===== src/rtl/mul_sequencer.sv =====
// Iterative multiplier with sequencing FSM for the EX stage of the pipelined core.
// Consumes CHUNK_W multiplier bits per cycle and returns the low DATA_W product bits.
// Optional build macro: MUL_EARLY_ZERO_EN (skip iterations once the remaining multiplier is zero).
module mul_sequencer #(
    parameter int unsigned DATA_W  = 64,
    parameter int unsigned CHUNK_W = 16
) (
    input  logic              clk,
    input  logic              arst,
    input  logic              start,
    input  logic              flush,
    input  logic [DATA_W-1:0] op_a,
    input  logic [DATA_W-1:0] op_b,
    output logic              stall,
    output logic              busy,
    output logic [DATA_W-1:0] result,
    output logic              result_valid
);

    localparam int unsigned N_ITER = DATA_W / CHUNK_W;
    localparam int unsigned CNT_W  = (N_ITER > 1) ? $clog2(N_ITER) : 1;
    localparam logic [CNT_W-1:0] CNT_LAST = CNT_W'(N_ITER - 1);

    localparam logic [1:0] S_IDLE = 2'd0;
    localparam logic [1:0] S_BUSY = 2'd1;
    localparam logic [1:0] S_DONE = 2'd2;

    // Reject configurations where the multiplier does not split into whole chunks
    generate
        if ((DATA_W % CHUNK_W) != 0) begin : g_bad_cfg
            $error("mul_sequencer: DATA_W must be an integer multiple of CHUNK_W");
        end
    endgenerate

    logic [1:0]        state, state_nxt;
    logic [CNT_W-1:0]  count, count_nxt;
    logic [DATA_W-1:0] acc, acc_nxt;
    logic [DATA_W-1:0] mcand, mcand_nxt;
    logic [DATA_W-1:0] mplier, mplier_nxt;
    logic [DATA_W-1:0] partial;
    logic [DATA_W-1:0] mplier_shr;
    logic              accept;

    // Partial product of the multiplicand with the current low multiplier chunk, mod 2^DATA_W
    assign partial    = mcand * DATA_W'(mplier[CHUNK_W-1:0]);
    assign mplier_shr = mplier >> CHUNK_W;
    assign accept     = (state == S_IDLE) && start && !flush;

    // State and datapath registers
    always_ff @(posedge clk or posedge arst) begin
        if (arst) begin
            state  <= S_IDLE;
            count  <= '0;
            acc    <= '0;
            mcand  <= '0;
            mplier <= '0;
        end else begin
            state  <= state_nxt;
            count  <= count_nxt;
            acc    <= acc_nxt;
            mcand  <= mcand_nxt;
            mplier <= mplier_nxt;
        end
    end

    // Next-state and next-datapath logic
    always_comb begin
        state_nxt  = state;
        count_nxt  = count;
        acc_nxt    = acc;
        mcand_nxt  = mcand;
        mplier_nxt = mplier;
        case (state)
            S_IDLE: begin
                if (accept) begin
                    mcand_nxt  = op_a;
                    mplier_nxt = op_b;
                    acc_nxt    = '0;
                    count_nxt  = '0;
`ifdef MUL_EARLY_ZERO_EN
                    if ((op_a == '0) || (op_b == '0)) begin
                        state_nxt = S_DONE;
                    end else begin
                        state_nxt = S_BUSY;
                    end
`else
                    state_nxt  = S_BUSY;
`endif
                end
            end
            S_BUSY: begin
                if (flush) begin
                    // Killed instruction: accumulator contents no longer matter
                    state_nxt = S_IDLE;
                end else begin
                    acc_nxt    = acc + partial;
                    mcand_nxt  = mcand << CHUNK_W;
                    mplier_nxt = mplier_shr;
                    count_nxt  = count + CNT_W'(1);
`ifdef MUL_EARLY_ZERO_EN
                    if ((count == CNT_LAST) || (mplier_shr == '0)) begin
                        state_nxt = S_DONE;
                    end
`else
                    if (count == CNT_LAST) begin
                        state_nxt = S_DONE;
                    end
`endif
                end
            end
            S_DONE: begin
                // A start seen here is the instruction just completed; do not re-accept it
                state_nxt = S_IDLE;
            end
            default: begin
                state_nxt = S_IDLE;
            end
        endcase
    end

    // Output decode; reset forces every output low immediately
    assign stall        = !arst && (accept || (state == S_BUSY));
    assign busy         = (state == S_BUSY);
    assign result_valid = (state == S_DONE);
    assign result       = (state == S_DONE) ? acc : '0;

endmodule

===== config.mk =====
export PLATFORM = sky130hd
export DESIGN_NAME = mul_sequencer
export DESIGN_NICKNAME = d
export VERILOG_FILES = /design/src/rtl/mul_sequencer.sv
export SDC_FILE = /design/constraint.sdc
export NUM_CORES = 2
export LEC_CHECK = 0
export CAP_MARGIN = 0
export CORE_MARGIN = 5
export CORE_UTILIZATION = 55
export CTS_BUF_LIST = sky130_fd_sc_hd__clkbuf_4 sky130_fd_sc_hd__clkbuf_8
export CTS_CLUSTER_DIAMETER = 200
export DETAILED_ROUTE_END_ITERATION = 10
export PLACE_DENSITY_LB_ADDON = 0.08
export SLEW_MARGIN = 20
export SYNTH_ARGS = -nofsm -noshare
export SYNTH_HDL_FRONTEND = slang
export SYNTH_SLANG_ARGS = --single-unit

===== constraint.sdc =====
create_clock -name clk -period 7.11 [get_ports clk]
set_clock_uncertainty 0.2 [all_clocks]
set_input_delay 2.133 -clock clk [delete_from_list [all_inputs] [get_ports clk]]
set_output_delay 2.133 -clock clk [all_outputs]
set_load 0.05 [all_outputs]

==> key figures <==
Yosys
  – Post-synthesis register bit count: about 200
  – Unique masters post-synth: 66
  – Fraction of synthesis flops using an asynchronous set or reset pin: between 90% and 100%
  – Proportion of synthesized chip area in sequential cells: roughly an eighth
  – Most used flip-flop cell after synthesis: sky130_fd_sc_hd__dfrtp_1
  – Synthesized net count: ~5400
  – Yosys top cell by area: sky130_fd_sc_hd__fa_1
  – Count of flip-flops with a built-in enable after synthesis: 0
  – Proportion of netlist area held by the largest area contributor: ~44%
  – Number of instances in the synthesized netlist: about 4400
  – Synth top area cells: sky130_fd_sc_hd__fa_1, sky130_fd_sc_hd__dfrtp_1, sky130_fd_sc_hd__inv_1
  – Mean Syn Cell Area: ~8.5 um2
  – Number of warning messages in the yosys log: 0
  – Syn Std Cell Area: roughly 37000 um2

Timing
  – RSZ-0062 raised after global routing: yes
  – Final hold vios: 0
  – Max frequency: between 100 and 150 MHz
  – Final count of pins violating max slew: 0
  – Setup violation total in the final timing report: 0
  – Tightest Pin Transition: 1.08 ns
  – Headroom to the max-slew limit: 28.3%
  – Ratio of final minimum period to clock period: 97.9%
  – Tmin final: slightly below 7 ns
  – Final worst hold slack: roughly 0.32 ns

GRT
  – Wire length of the first global-routing pass: between 150000 and 200000 um
  – Overall track demand over capacity in global routing: roughly a third
  – Total congestion overflow after global routing: 0
  – Number of antenna violations at the first check in global routing: 3
  – Vias in the first global route: between 30000 and 40000
  – Largest net degree at the start of global routing: between 100 and 150

Job
  – Max-cap violation count: 0

Floorplan
  – Height of the chip: 271 um
  – Core region area: between 60000 and 70000 um2
  – Effective utilization at floorplan: between 50 and 60%
  – Number of primary I/O pins: ~200
  – Die outline area: 73300 um2
  – Die Wd: 271 um
  – Std cell rows: 95

Placed design
  – Sum of net half-perimeters after detailed placement: slightly above 90000 um
  – Placer Congestion: approximately 0.96
  – Count of input and output buffers: approximately 200
  – Placed insts: 5392

CTS
  – Source-to-sink clock delay at the later pin of the worst-skew pair: about 0.63 ns
  – Sink count of the clock tree: between 150 and 200
  – Clock buffer depth: 2
  – Count of hold buffers inserted by post-cts repair: 0
  – Root Buffer: sky130_fd_sc_hd__clkbuf_8
  – CTS tree: done
  – Number of clock buffers inserted by TritonCTS: 17
  – H-tree level count: 4
  – Clock transition time at the flip-flop clock pins of the worst setup and hold paths: 0.15 ns

Cells and area
  – Share of the core filled with cells in the final layout: a little over three fifths
  – Layout overhead on the synthesized area: 13.3%
  – Final cell count without fillers: approximately 5400
  – Fraction of layout instances using a drive strength above 1: under 10%
  – Post-layout net count: between 5000 and 6000

Routing
  – Average wire per cell in the routed design: ~22 um
  – Number of optimization iterations in the first detailed-route pass: 5
  – DRC violation count after routing: 0
  – Via Count: ~30000
  – Detailed Route Iter0 Violations: around 2300
  – Count of antenna-violating nets left after detailed routing: 0
  – Total length of routed wires: around 120000 um
  – Mean number of vias per cell: between 5 and 6

Worst setup path
  – Required @ worst endpoint: between 7 and 8 ns
  – Cell occurring most often along the worst timing path: sky130_fd_sc_hd__fa_1
  – Highest net fanout along the worst path: 14
  – Worst setup path category: flip-flop to flip-flop
  – Highest-delay cell along the critical path: sky130_fd_sc_hd__fa_1
  – Nature of the critical path endpoint: flip-flop
  – Crit path largest cell delay: roughly 0.54 ns
  – CP startpoint kind: flip-flop
  – Data arrival time of the worst path: roughly 7.2 ns

Outcome
  – Run status: finished clean

Min path
  – Hold Path Class: flip-flop to flip-flop
-- Yosys cell counts (11+ instances only) --
master,n
sky130_fd_sc_hd__dfrtp_1,196
sky130_fd_sc_hd__nor3_1,16
sky130_fd_sc_hd__o21bai_1,17
sky130_fd_sc_hd__and2_1,329
sky130_fd_sc_hd__inv_1,1058
sky130_fd_sc_hd__a22o_1,36
sky130_fd_sc_hd__nor2_1,128
sky130_fd_sc_hd__nor2b_1,11
sky130_fd_sc_hd__nand2_1,900
sky130_fd_sc_hd__o22ai_1,51
sky130_fd_sc_hd__a31oi_1,103
sky130_fd_sc_hd__ha_1,101
sky130_fd_sc_hd__a21o_1,27
sky130_fd_sc_hd__nand4_1,18
sky130_fd_sc_hd__clkbuf_1,267
sky130_fd_sc_hd__xnor2_1,56
sky130_fd_sc_hd__o21ai_0,37
sky130_fd_sc_hd__nand3_1,21
sky130_fd_sc_hd__fa_1,814
sky130_fd_sc_hd__a21oi_1,75
sky130_fd_sc_hd__xor2_1,28
-- per-layer routing --
metal | routed length, um | GRT usage, %
met1 | 47900 | 45.5
met2 | 52400 | 50.9
met3 | 13000 | 10.2
met4 | 4150 | 9.97
met5 | 13 | 0
-- area by class of cell --
| class | instances | area (um2) |
|---|---|---|
| clock inverter | 15 | 230 |
| timing repair buffer | 416 | 4110 |
| inverter | 1059 | 3980 |
| fill | 5961 | 24900 |
| antenna | 2 | 5.00 |
| multi-input combinational | 2855 | 27800 |
| clock buffer | 17 | 234 |
| tap | 873 | 1090 |
| sequential | 196 | 4950 |
-- stage by stage --
step           setup TNS [ns]  area (um2)  setup slack (ns)
2_1_floorplan               0       37400             0.483
3_3_place_gp                0       41500             0.110
3_5_place_dp          -0.0863       41500           -0.0863
4_1_cts                     0       42000            0.0406
5_1_grt               -0.0616       42400           -0.0255
6_report                    0       42400             0.152
-- placed cells by master (no fill, tap or decap), types with 6 or more instances in the layout --
cell                              instances
sky130_fd_sc_hd__a21o_1                  27
sky130_fd_sc_hd__a21oi_1                 67
sky130_fd_sc_hd__a21oi_2                  9
sky130_fd_sc_hd__a22o_1                  36
sky130_fd_sc_hd__a31oi_1                103
sky130_fd_sc_hd__and2_1                 328
sky130_fd_sc_hd__and3_1                   6
sky130_fd_sc_hd__buf_12                  38
sky130_fd_sc_hd__buf_4                  179
sky130_fd_sc_hd__clkbuf_8                17
sky130_fd_sc_hd__clkdlybuf4s50_1        197
sky130_fd_sc_hd__dfrtp_1                164
sky130_fd_sc_hd__dfrtp_2                 31
sky130_fd_sc_hd__fa_1                   809
sky130_fd_sc_hd__ha_1                    91
sky130_fd_sc_hd__ha_4                     7
sky130_fd_sc_hd__inv_1                 1056
sky130_fd_sc_hd__inv_12                   7
sky130_fd_sc_hd__nand2_1                898
sky130_fd_sc_hd__nand3_1                 21
sky130_fd_sc_hd__nand4_1                 18
sky130_fd_sc_hd__nor2_1                 126
sky130_fd_sc_hd__nor2b_1                 10
sky130_fd_sc_hd__nor3_1                  14
sky130_fd_sc_hd__o21ai_0                 34
sky130_fd_sc_hd__o21ai_1                  8
sky130_fd_sc_hd__o21bai_1                17
sky130_fd_sc_hd__o22ai_1                 51
sky130_fd_sc_hd__xnor2_1                 55
sky130_fd_sc_hd__xor2_1                  28
-- state kept, by name, summed over array words and instances (netlist names) --
register,cells
acc,64
state,2
mplier,64
mcand,64
count,2
-- path summary, 6_finish.rpt --
path                                   startpoint                      to  slack, ns  cells past startpoint
max                         mcand[19]$_DFFE_PP0P_     acc[53]$_DFFE_PP0P_       0.15                     25
max reg2reg                 mcand[19]$_DFFE_PP0P_     acc[53]$_DFFE_PP0P_       0.15                     25
min                        mplier[54]$_DFFE_PP0P_  mplier[54]$_DFFE_PP0P_       0.32                      1
max in group asynchronous                    arst   mcand[36]$_DFFE_PP0P_       3.57                      4
min in group asynchronous                    arst  mplier[47]$_DFFE_PP0P_       1.90                      3
min reg2reg                mplier[54]$_DFFE_PP0P_  mplier[54]$_DFFE_PP0P_       0.32                      1
-- logic make-up after synthesis --
kind of cell	count (synthesis)	synth area share (%)
AOI/OAI and AO/OA	401	7.12
buffers and inverters	1336	13.4
xor gates and xnor gates	84	1.97
DFF	196	13.1
adders and majority gates	915	47.0
and+or+nand+nor	1453	17.4
muxes	2	0.0535
-- critical path: cells and delay by family (launching register included) --
family	cells	cell delay, ns
buffers and inverters	8	0.85
XOR/XNOR	1	0.14
flip-flops	1	0.51
AND/OR/NAND/NOR	3	0.56
AO/OA/AOI/OAI	6	1.15
adder cells (fa/ha/maj)	7	3.37
-- what timing repair did --
| action | CTS | global route |
|---|---|---|
| endpoints found under the setup margin | 3 | 29 |
| gates resized for setup | 2 | 67 |
| pin swaps | 0 | 15 |
| setup buffers | 0 | 6 |
| gates cloned | 0 | 1 |
Power is not shown: default switching activity piles up to over one toggle a cycle in this logic, so the estimate is an artifact.
